===== src/rtl/reorder_buffer_if.sv =====
// Bundles the decode-allocation, CDB-broadcast and commit signals of the
// reorder buffer. The master side issues requests and broadcasts; the
// slave side is the buffer itself.
//
// Handshake: robReq is a request, not a valid/ready pair. It is accepted at a
// rising edge only when fullRob=0 and controlFlow=0 in that same cycle. The
// tag it receives is the robAllocation value seen in that cycle. A commit is
// offered whenever validCommit=1 and retires unconditionally at the edge.
interface reorder_buffer_if #(
    parameter int WIDTH = 31,
    parameter int ROB   = 2,
    parameter int REG   = 4,
    parameter int INDEX = 7
);
    // allocation side
    logic             robReq;
    logic [3:0]       allocInfo;
    logic [REG:0]     allocDest;
    logic [WIDTH:0]   allocPC;
    logic [INDEX:0]   allocPHT;
    logic [WIDTH:0]   allocStatus;
    // common data bus
    logic             cdbValid;
    logic [ROB:0]     cdbROB;
    logic [WIDTH:0]   cdbResult;
    logic             cdbMispredict;
    logic [WIDTH:0]   cdbTarget;
    // buffer outputs
    logic [ROB:0]     robAllocation;
    logic             fullRob;
    logic             validCommit;
    logic [ROB:0]     commitROB;
    logic [REG:0]     destCommit;
    logic [WIDTH:0]   result;
    logic [3:0]       commitInfo;
    logic [INDEX:0]   commitPHT;
    logic [WIDTH:0]   statusSnap;
    logic             controlFlow;
    logic [WIDTH:0]   redirectPC;

    modport master (
        output robReq, allocInfo, allocDest, allocPC, allocPHT, allocStatus,
        output cdbValid, cdbROB, cdbResult, cdbMispredict, cdbTarget,
        input  robAllocation, fullRob, validCommit, commitROB, destCommit,
        input  result, commitInfo, commitPHT, statusSnap, controlFlow, redirectPC
    );

    modport slave (
        input  robReq, allocInfo, allocDest, allocPC, allocPHT, allocStatus,
        input  cdbValid, cdbROB, cdbResult, cdbMispredict, cdbTarget,
        output robAllocation, fullRob, validCommit, commitROB, destCommit,
        output result, commitInfo, commitPHT, statusSnap, controlFlow, redirectPC
    );
endinterface


===== src/rtl/reorder_buffer.sv =====
// Eight-entry circular reorder buffer. Entries are allocated in order at the
// tail, completed out of order by CDB broadcasts, and retired in order from
// the head. A retiring mispredicted control-flow instruction raises
// controlFlow for its commit cycle and empties the whole buffer at that edge.
module reorder_buffer #(
    parameter int WIDTH = 31,
    parameter int ROB   = 2,
    parameter int REG   = 4,
    parameter int INDEX = 7
) (
    input  logic             clk,
    input  logic             globalReset,
    reorder_buffer_if.slave  bus
);
    localparam int DEPTH = 2 ** (ROB + 1);
    localparam logic [ROB+1:0] FULL_COUNT = (ROB + 2)'(DEPTH);

    typedef logic [ROB:0] tag_t;

    // per-entry state
    logic           valid_q      [DEPTH];
    logic           valid_d      [DEPTH];
    logic           ready_q      [DEPTH];
    logic           ready_d      [DEPTH];
    logic           mispredict_q [DEPTH];
    logic           mispredict_d [DEPTH];
    logic [3:0]     info_q       [DEPTH];
    logic [3:0]     info_d       [DEPTH];
    logic [REG:0]   dest_q       [DEPTH];
    logic [REG:0]   dest_d       [DEPTH];
    logic [INDEX:0] pht_q        [DEPTH];
    logic [INDEX:0] pht_d        [DEPTH];
    logic [WIDTH:0] status_q     [DEPTH];
    logic [WIDTH:0] status_d     [DEPTH];
    logic [WIDTH:0] value_q      [DEPTH];
    logic [WIDTH:0] value_d      [DEPTH];
    logic [WIDTH:0] target_q     [DEPTH];
    logic [WIDTH:0] target_d     [DEPTH];

    // pointers and occupancy
    tag_t           head_q, head_d;
    tag_t           tail_q, tail_d;
    logic [ROB+1:0] count_q, count_d;

    logic full;
    logic valid_commit;
    logic control_flow;
    logic do_alloc;

    // Head retirement and flush decode; the allocation gate depends on both.
    always_comb begin
        full         = (count_q == FULL_COUNT);
        valid_commit = valid_q[head_q] & ready_q[head_q];
        control_flow = valid_commit & mispredict_q[head_q];
        do_alloc     = bus.robReq & ~full & ~control_flow;
    end

    // Next-state: a flush overrides everything, otherwise CDB completion,
    // head retirement and tail allocation are applied in that order so the
    // later updates win on any shared entry.
    always_comb begin
        for (int i = 0; i < DEPTH; i++) begin
            valid_d[i]      = valid_q[i];
            ready_d[i]      = ready_q[i];
            mispredict_d[i] = mispredict_q[i];
            info_d[i]       = info_q[i];
            dest_d[i]       = dest_q[i];
            pht_d[i]        = pht_q[i];
            status_d[i]     = status_q[i];
            value_d[i]      = value_q[i];
            target_d[i]     = target_q[i];
        end
        head_d  = head_q;
        tail_d  = tail_q;
        count_d = count_q;

        if (control_flow) begin
            for (int i = 0; i < DEPTH; i++) begin
                valid_d[i]      = 1'b0;
                ready_d[i]      = 1'b0;
                mispredict_d[i] = 1'b0;
            end
            head_d  = '0;
            tail_d  = '0;
            count_d = '0;
        end else begin
            if (bus.cdbValid && valid_q[bus.cdbROB]) begin
                ready_d[bus.cdbROB]      = 1'b1;
                value_d[bus.cdbROB]      = bus.cdbResult;
                mispredict_d[bus.cdbROB] = bus.cdbMispredict;
                target_d[bus.cdbROB]     = bus.cdbTarget;
            end
            if (valid_commit) begin
                valid_d[head_q]      = 1'b0;
                ready_d[head_q]      = 1'b0;
                mispredict_d[head_q] = 1'b0;
                head_d               = head_q + tag_t'(1);
            end
            if (do_alloc) begin
                valid_d[tail_q]      = 1'b1;
                ready_d[tail_q]      = 1'b0;
                mispredict_d[tail_q] = 1'b0;
                info_d[tail_q]       = bus.allocInfo;
                dest_d[tail_q]       = bus.allocDest;
                pht_d[tail_q]        = bus.allocPHT;
                status_d[tail_q]     = bus.allocStatus;
                tail_d               = tail_q + tag_t'(1);
            end
            case ({do_alloc, valid_commit})
                2'b10:   count_d = count_q + 1'b1;
                2'b01:   count_d = count_q - 1'b1;
                default: count_d = count_q;
            endcase
        end
    end

    // State registers; reset empties the buffer immediately.
    always_ff @(posedge clk or negedge globalReset) begin
        if (!globalReset) begin
            for (int i = 0; i < DEPTH; i++) begin
                valid_q[i]      <= 1'b0;
                ready_q[i]      <= 1'b0;
                mispredict_q[i] <= 1'b0;
                info_q[i]       <= '0;
                dest_q[i]       <= '0;
                pht_q[i]        <= '0;
                status_q[i]     <= '0;
                value_q[i]      <= '0;
                target_q[i]     <= '0;
            end
            head_q  <= '0;
            tail_q  <= '0;
            count_q <= '0;
        end else begin
            for (int i = 0; i < DEPTH; i++) begin
                valid_q[i]      <= valid_d[i];
                ready_q[i]      <= ready_d[i];
                mispredict_q[i] <= mispredict_d[i];
                info_q[i]       <= info_d[i];
                dest_q[i]       <= dest_d[i];
                pht_q[i]        <= pht_d[i];
                status_q[i]     <= status_d[i];
                value_q[i]      <= value_d[i];
                target_q[i]     <= target_d[i];
            end
            head_q  <= head_d;
            tail_q  <= tail_d;
            count_q <= count_d;
        end
    end

    // Output drive; commit fields read zero whenever nothing retires.
    always_comb begin
        bus.robAllocation = tail_q;
        bus.fullRob       = full;
        bus.validCommit   = valid_commit;
        bus.controlFlow   = control_flow;
        bus.commitROB     = valid_commit ? head_q           : '0;
        bus.destCommit    = valid_commit ? dest_q[head_q]   : '0;
        bus.result        = valid_commit ? value_q[head_q]  : '0;
        bus.commitInfo    = valid_commit ? info_q[head_q]   : '0;
        bus.commitPHT     = valid_commit ? pht_q[head_q]    : '0;
        bus.statusSnap    = valid_commit ? status_q[head_q] : '0;
        bus.redirectPC    = control_flow ? target_q[head_q] : '0;
    end
endmodule


===== src/flat_wrapper.sv =====
// flat-port wrapper written by rule: the top's interface ports become plain ports
module reorder_buffer_flat 
#(
    parameter int WIDTH = 31,
    parameter int ROB   = 2,
    parameter int REG   = 4,
    parameter int INDEX = 7
)
  (clk, globalReset, bus_robReq, bus_allocInfo, bus_allocDest, bus_allocPC, bus_allocPHT, bus_allocStatus, bus_cdbValid, bus_cdbROB, bus_cdbResult, bus_cdbMispredict, bus_cdbTarget, bus_robAllocation, bus_fullRob, bus_validCommit, bus_commitROB, bus_destCommit, bus_result, bus_commitInfo, bus_commitPHT, bus_statusSnap, bus_controlFlow, bus_redirectPC);
  reorder_buffer_if #(.WIDTH(WIDTH), .ROB(ROB), .REG(REG), .INDEX(INDEX)) bus_i ();
  input  logic clk;
  input  logic globalReset;
  input wire logic [$bits(bus_i.robReq)-1:0] bus_robReq;
  input wire logic [$bits(bus_i.allocInfo)-1:0] bus_allocInfo;
  input wire logic [$bits(bus_i.allocDest)-1:0] bus_allocDest;
  input wire logic [$bits(bus_i.allocPC)-1:0] bus_allocPC;
  input wire logic [$bits(bus_i.allocPHT)-1:0] bus_allocPHT;
  input wire logic [$bits(bus_i.allocStatus)-1:0] bus_allocStatus;
  input wire logic [$bits(bus_i.cdbValid)-1:0] bus_cdbValid;
  input wire logic [$bits(bus_i.cdbROB)-1:0] bus_cdbROB;
  input wire logic [$bits(bus_i.cdbResult)-1:0] bus_cdbResult;
  input wire logic [$bits(bus_i.cdbMispredict)-1:0] bus_cdbMispredict;
  input wire logic [$bits(bus_i.cdbTarget)-1:0] bus_cdbTarget;
  output wire logic [$bits(bus_i.robAllocation)-1:0] bus_robAllocation;
  output wire logic [$bits(bus_i.fullRob)-1:0] bus_fullRob;
  output wire logic [$bits(bus_i.validCommit)-1:0] bus_validCommit;
  output wire logic [$bits(bus_i.commitROB)-1:0] bus_commitROB;
  output wire logic [$bits(bus_i.destCommit)-1:0] bus_destCommit;
  output wire logic [$bits(bus_i.result)-1:0] bus_result;
  output wire logic [$bits(bus_i.commitInfo)-1:0] bus_commitInfo;
  output wire logic [$bits(bus_i.commitPHT)-1:0] bus_commitPHT;
  output wire logic [$bits(bus_i.statusSnap)-1:0] bus_statusSnap;
  output wire logic [$bits(bus_i.controlFlow)-1:0] bus_controlFlow;
  output wire logic [$bits(bus_i.redirectPC)-1:0] bus_redirectPC;
  assign bus_i.robReq = bus_robReq;
  assign bus_i.allocInfo = bus_allocInfo;
  assign bus_i.allocDest = bus_allocDest;
  assign bus_i.allocPC = bus_allocPC;
  assign bus_i.allocPHT = bus_allocPHT;
  assign bus_i.allocStatus = bus_allocStatus;
  assign bus_i.cdbValid = bus_cdbValid;
  assign bus_i.cdbROB = bus_cdbROB;
  assign bus_i.cdbResult = bus_cdbResult;
  assign bus_i.cdbMispredict = bus_cdbMispredict;
  assign bus_i.cdbTarget = bus_cdbTarget;
  assign bus_robAllocation = bus_i.robAllocation;
  assign bus_fullRob = bus_i.fullRob;
  assign bus_validCommit = bus_i.validCommit;
  assign bus_commitROB = bus_i.commitROB;
  assign bus_destCommit = bus_i.destCommit;
  assign bus_result = bus_i.result;
  assign bus_commitInfo = bus_i.commitInfo;
  assign bus_commitPHT = bus_i.commitPHT;
  assign bus_statusSnap = bus_i.statusSnap;
  assign bus_controlFlow = bus_i.controlFlow;
  assign bus_redirectPC = bus_i.redirectPC;
  reorder_buffer #(.WIDTH(WIDTH), .ROB(ROB), .REG(REG), .INDEX(INDEX)) u_core (.clk(clk), .globalReset(globalReset), .bus(bus_i));
endmodule

===== config.mk =====
export PLATFORM = sky130hd
export DESIGN_NAME = reorder_buffer_flat
export DESIGN_NICKNAME = d
export VERILOG_FILES = /design/src/rtl/reorder_buffer_if.sv /design/src/rtl/reorder_buffer.sv /design/src/flat_wrapper.sv
export SDC_FILE = /design/constraint.sdc
export NUM_CORES = 1
export LEC_CHECK = 0
export CORE_AREA = 3 3 254 256
export CTS_BUF_LIST = sky130_fd_sc_hd__clkbuf_8
export CTS_CLUSTER_SIZE = 30
export DETAILED_ROUTE_END_ITERATION = 8
export DIE_AREA = 0 0 257 259
export DONT_BUFFER_PORTS = 1
export HOLD_SLACK_MARGIN = 0.1
export PLACE_DENSITY = 0.95
export SYNTH_ARGS = -nofsm -noshare
export SYNTH_HDL_FRONTEND = slang
export SYNTH_SLANG_ARGS = --single-unit

===== constraint.sdc =====
create_clock -name clk -period 5 [get_ports clk]
set_clock_uncertainty 0.05 [all_clocks]
set_input_delay 1 -clock clk [delete_from_list [all_inputs] [get_ports clk]]
set_output_delay 1 -clock clk [all_outputs]
set_load 0.01 [all_outputs]

# Yosys cells after proc, flatten, opt, wreduce, memory -nomap -nowiden
# Index checks and enable logic that the tools add are counted.
word_totals:
  output_inout_bits: 122
  regBits: 938
  elab_cells: 197
  input_bits: 153
classes:
  order_cmp: 6
  n_bitwise: 18
  eq_ne: 3
  reduce_logical: 9
  addsub: 4
  muxes: 82
op_table:
  columns: ["op", "count"]
  rows:
  - ["bitwise mux 256 bit", 3]
  - ["2-to-1 mux 32 bit", 11]
  - ["binary-select mux 32 bit (select 3 bit)", 3]
  - ["demux 32 bit (select 3 bit)", 2]
  - ["2-to-1 mux 8 bit", 20]
  - ["bitwise mux 64 bit", 1]
  - ["bitwise AND 8 bit", 5]
  - ["bitwise mux 40 bit", 1]
  - ["bitwise mux 32 bit", 1]
  - ["binary-select mux 8 bit (select 3 bit)", 1]
  - ["demux 8 bit (select 3 bit)", 1]
  - ["2-to-1 mux 4 bit", 5]
  - ["2-to-1 mux 5 bit", 4]
  - ["NOT 8 bit", 2]
  - ["bitwise OR 8 bit", 2]
  - ["binary-select mux 5 bit (select 3 bit)", 1]
  - ["demux 5 bit (select 3 bit)", 1]
  - ["2-to-1 mux 3 bit", 5]
  - ["binary-select mux 1 bit (select 3 bit)", 4]
  - ["binary-select mux 4 bit (select 3 bit)", 1]
  - ["demux 4 bit (select 3 bit)", 1]
  - ["greater-or-equal comparator 4 bit, second input constant", 3]
  - ["< comparator 4 x 1 -> 1 bit, second input constant", 3]
  - ["NOT 3 -> 4 bit", 3]
  - ["16 further kinds", 38]

# Longest topological paths before layout
# Gate-level depths: netlist (run 1).
depth:
  word_depth: 14
  ltp_mapped: 19

# Worst setup path after synthesis (run 1)
# OpenSTA, ideal clock, no wires.
synth_timing:
  kind: "register to register"
  from: "reg u_core.head_q[0]"
  to: "reg u_core.count_q[3]"
  synth_period_minus_slack_ns: 3.396
  setup_slack_ns: 1.604
  arrival_time_ns: 3.227
  path_buffers: 4
  stages_incl_launch_ff: 17
  required_time_ns: 4.831
  setup_time_ns: 0.119
  cell_sequence: "dfrtp_1 > buf_4 > mux4_2 > nand2_1 > and2_1 > a211o_1 > buf_2 > buf_2 > buf_1 > nand2_1 > ha_1 > ha_1 > a31o_2 > a21oi_1 > o21ai_0 > xor2_1 > nor2_1"
synth_between:
  elab_chain_len: 11
  word_cells_on_any_way: 19
  cone_classes: "eq/ne: 2; mux: 11; bitwise: 5; reduce/logical: 1"
synth_rtl:
  columns: ["item", "line", "source"]
  rows:
  - ["start, declared", "reorder_buffer.sv:41", "tag_t head_q, head_d;"]
  - ["start signal, assigned", "reorder_buffer.sv:131", "head_q <= '0;"]
  - ["start signal, assigned", "reorder_buffer.sv:146", "head_q <= head_d;"]
  - ["NOT 3 -> 4 bit (implied by the code) (*)", "reorder_buffer.sv:53, reorder_buffer.sv:54", null]
  - ["binary-select mux 1 bit (select 3 bit)", "reorder_buffer.sv:53", "valid_commit = valid_q[head_q] & ready_q[head_q];"]
  - ["2-to-1 mux 1 bit (implied by the code) (2 in series)", "reorder_buffer.sv:53", null]
  - ["bitwise AND 1 bit", "reorder_buffer.sv:53", null]
  - ["bitwise AND 1 bit", "reorder_buffer.sv:54", "control_flow = valid_commit & mispredict_q[head_q];"]
  - ["NOT 1 bit (no line)", null, null]
  - ["bitwise AND 1 bit", "reorder_buffer.sv:55", "do_alloc = bus.robReq & ~full & ~control_flow;"]
  - ["equality test 2 x 1 -> 1 bit or equality test 2 bit (tied branches)", "reorder_buffer.sv:109", "case ({do_alloc, valid_commit})"]
  - ["case mux 4 bit (2 select lines)", "reorder_buffer.sv:109", null]
  - ["2-to-1 mux 4 bit", "reorder_buffer.sv:77", "if (control_flow) begin"]
  - ["end signal, assigned", "reorder_buffer.sv:148", "count_q <= count_d;"]
  - ["end, declared", "reorder_buffer.sv:43", "logic [ROB+1:0] count_q, count_d;"]
# Every way passes the cells marked *; elsewhere a longest branch is shown, timed or not. The select of a mux whose other input is x is not followed.
# A chain may end at the register's enable or synchronous reset.

# Worst setup path after layout (run 1)
layout_timing:
  from: "reg u_core.head_q[2]"
  to: "out bus_redirectPC[31]"
layout_between:
  elab_chain_len: 7
  word_cells_on_any_way: 16
  cone_classes: "mux: 13; bitwise: 3"
layout_rtl:
  columns: ["item", "line", "source"]
  rows:
  - ["NOT 3 -> 4 bit (implied by the code) (*)", "reorder_buffer.sv:53, reorder_buffer.sv:54, reorder_buffer.sv:164", null]
  - ["binary-select mux 1 bit (select 3 bit)", "reorder_buffer.sv:53", null]
  - ["2-to-1 mux 1 bit (implied by the code) (2 in series)", "reorder_buffer.sv:53", null]
  - ["bitwise AND 1 bit", "reorder_buffer.sv:53", null]
  - ["bitwise AND 1 bit", "reorder_buffer.sv:54", null]
  - ["2-to-1 mux 32 bit (*)", "reorder_buffer.sv:164", "bus.redirectPC = control_flow ? target_q[head_q] : '0;"]
  - ["end, declared", "flat_wrapper.sv:34", "output wire logic [$bits(bus_i.redirectPC)-1:0] bus_redirectPC;"]
# Marked as above.

==> impl_metrics.yaml, run 1 <==
grt:
  gr-total-overflow: 0
  grt_usage_pct: 37.0
  antenna_found_initial: 5
  grt_pass1_wl_um: 189000
  grt_pass1_vias: 32000
  grt_start_max_net_pins: 939
yosys:
  ys_types: 48
  synthTopCellsByArea: "dfrtp_1 (54%), mux2_4 (10%), mux4_2 (10%)"
  yosysTopAreaCellShare_pct: 53.8
  ys_seq_area_share_pct: 53.8
  ys_async_sr_fraction_pct: 100
  synth_nets: 3171
  syn_inst: 3012
  ys_seq_elements: 938
  synth_edf_count: 0
  ys.flop_type: "dfrtp_1"
  synth_area_um2: 43600
  avgSynthCellArea_um2: 14.5
  yosysWarnings: 0
  netlist.top_cell.by_area: "dfrtp_1"
detailed_routing:
  final_antenna_net_count: 0
  drtIter0Drc: 4063
  via_per_inst: 7.39
  drt-met1-wl_um: 43600
  met2_length_um: 58700
  dr.max_layer_used: "met4"
  met3_length_um: 13300
  drc: 0
  first_pass_iters: 7
  vias: 29200
  drt-wirelength-per-cell_um: 30.9
  detail_route.wirelength_um: 122000
clock_network:
  cts_root_buf: "clkbuf_8"
  clkSinkCount: 938
  cts_buffers: 148
  tritoncts: "built"
  path_clk_slew_ns: 0.06
  h-tree-depth: 4
  clock_latency_ns: 0.81
  clockBufferDepth: 3
timing:
  maxClockFrequency_mhz: 206
  worst_pin_slew_ns: 4.11
  setup_viol: 0
  hold_viol_final: 60
  period_share_pct: 97.2
  rsz0062_at_grt: "no"
  holdWs_ns: -0.122
  slew_headroom_pct: -174
  slew_violations: 770
  period_needed_ns: 4.86
  setup_tns_ns: 0
worst_setup_path:
  endpoint_kind: "output pin"
  timing.rr.start: "u_core.head_q[2]$_DFFE_PN0P_"
  cp.arrival_ns: 3.81
  reg2reg_slack_ns: 0.82
  crit_path_start_kind: "register"
  r2r_cells: 9
  crit_type: "register to output pin"
  worstPathMaxFanout: 37
  r2r-end: "u_core.target_q[183]$_DFFE_PN0P_"
  critPathRequiredTime_ns: 3.95
place:
  place_congestion: 0.836
  dpl.hpwl_um: 66500
  placed_cells: 3689
  port_buffers: 0
worst_hold_path:
  hold_path.class: "input pin to asynchronous set/reset pin"
final_layout:
  instances_no_fill: 3957
  multi_input_area_um2: 18700
  final_cell_mix: "dfrtp_1 (934), mux2_4 (300), nand2_1 (264)"
  final_common_cell: "dfrtp_1"
  drive_gt1_share_pct: 28.8
  fin_nets: 3153
  nFillCells: 3300
  ff_latch_area_um2: 23500
  syn_to_final_growth_pct: 8.00
pwr:
  vdd_drop_max_v: 0.000499
  power.density_nw_per_um2: 702
  p_leak_nw: 20.5
status:
  violations: "negative hold slack, max-slew violations"
  status: "finished, violations left"
die:
  ios: 275
  initial_core_util_pct: 69.5
  coreArea_um2: 62700
  row_count: 92
  die_w_um: 257
  fp.dieH_um: 259
  dieArea_um2: 66600
flow_run:
  cap_violations: 0
==> per-layer routing <==
| layer | global-route usage (%) | vias to the layer above |
|---|---|---|
| li1 | - | 11300 |
| met1 | 46.5 | 15000 |
| met2 | 58.7 | 2389 |
| met3 | 10.3 | 590 |
| met4 | 20.6 | 0 |
| met5 | 0 | - |
==> cells by family after synthesis <==
group                    share of synthesized area [%]
flip-flops                                        53.8
adder cells (fa/ha/maj)                          0.172
buffers and inverters                             3.41
AND/OR/NAND/NOR                                   4.48
XOR/XNOR                                         0.120
AO/OA/AOI/OAI                                     10.6
multiplexers                                      27.4
==> cell usage after synthesis (2+ instances only) <==
library cell and number:
dfrtp_1 938, mux2_4 300, nand2_1 273, a22o_1 196, mux4_2 196, o2bb2ai_1 196
mux2_1 180, a21oi_1 133, clkbuf_1 107, mux2_2 64, buf_2 57, nor2b_1 55
buf_6 52, nor2_1 46, o22ai_1 33, mux2i_1 30, buf_1 24, nor3_1 21
a211oi_1 17, o21ai_0 14, nand3_1 11, inv_1 10, buf_4 8, nor2_8 8
ha_1 6, a31oi_1 5, xor2_1 4, and2_1 3, a21o_1 2, inv_2 2
nand4_1 2, o22a_1 2, xnor2_1 2
==> worst max path at each step <==
stage / startpoint / cells past startpoint / endpoint / slack, ns
final: u_core.head_q[2]$_DFFE_PN0P_ / 7 / bus_redirectPC[31] / 0.14
after global routing: u_core.head_q[2]$_DFFE_PN0P_ / 7 / bus_redirectPC[31] / 0.03
after CTS: u_core.head_q[0]$_DFFE_PN0P_ / 7 / bus_redirectPC[31] / 0.05
after detailed placement: u_core.head_q[0]$_DFFE_PN0P_ / 9 / u_core.target_q[176]$_DFFE_PN0P_ / 0.84
after global placement: u_core.head_q[0]$_DFFE_PN0P_ / 5 / bus_redirectPC[23] / 0.91
after floorplan: u_core.head_q[0]$_DFFE_PN0P_ / 16 / u_core.count_q[3]$_DFFE_PN0P_ / 1.60
==> through the flow <==
stage / power (mW) / cell area (µm²) / setup slack [ns] / util, % / hold slack [ns]
6_report: 33.1 / 47100 / 0.140 / 75.1 / -0.122
3_5_place_dp: 25.9 / 44100 / 0.842 / 70.3 / 0.419
5_1_grt: 34.4 / 47100 / 0.0252 / 75.1 / -0.169
3_3_place_gp: 24.6 / 44100 / 0.913 / 70.3 / 0.410
2_1_floorplan: 22.4 / 43600 / 1.60 / - / 0.400
4_1_cts: 32.8 / 47100 / 0.0457 / 75.0 / -0.183
==> timing repair <==
item / CTS / global route
hold endpoints to repair: 938 / 938
setup endpoints to repair: 3 / 22
buffers inserted: 0 / 1
resized for setup: 1 / 0
==> power breakdown <==
| part | leakage [nW] | total, mW | internal [mW] | switching [mW] |
|---|---|---|---|---|
| clock | 1.68 | 6.58 | 3.46 | 3.12 |
| sequential | 11.6 | 13.7 | 11.2 | 2.56 |
| combinational | 7.24 | 12.8 | 6.61 | 6.19 |
==> worst max-delay path, stage by stage (launching register included) <==
cell,delay (ns)
dfrtp_4,0.79
mux4_2,0.59
nand2_1,0.11
and2_1,0.40
a211o_2,0.39
buf_4,0.41
nor3_1,0.11
buf_4,0.18
==> layout make-up <==
type                    count  area share (%)
well taps                 846            2.25
diodes                     10          0.0531
clock buffers             183            5.35
multi-input cells        1813            39.8
repair buffers             81            1.73
inverters                  12           0.101
clock inverters            74           0.916
flip-flops and latches    938            49.8
==> registers in the layout, summed over array words and instances, names as in the netlist <==
signal	count
u_core.mispredict_q	8
u_core.dest_q	40
u_core.ready_q	8
u_core.bus.robAllocation	3
u_core.valid_q	8
u_core.status_q	256
u_core.target_q	256
u_core.head_q	3
u_core.count_q	4
u_core.value_q	256
u_core.pht_q	64
u_core.info_q	32
Power figures use the tool's default switching activity.
==> run 2, diff against run 1 <==
--- a/config.mk
+++ b/config.mk
@@ -16,3 +16,4 @@
 export SYNTH_ARGS = -nofsm -noshare
 export SYNTH_HDL_FRONTEND = slang
 export SYNTH_SLANG_ARGS = --single-unit
+export TNS_END_PERCENT = 5
==> results of run 2 <==
Same layout as run 1: the final DEF is identical, and so are final timing and power.
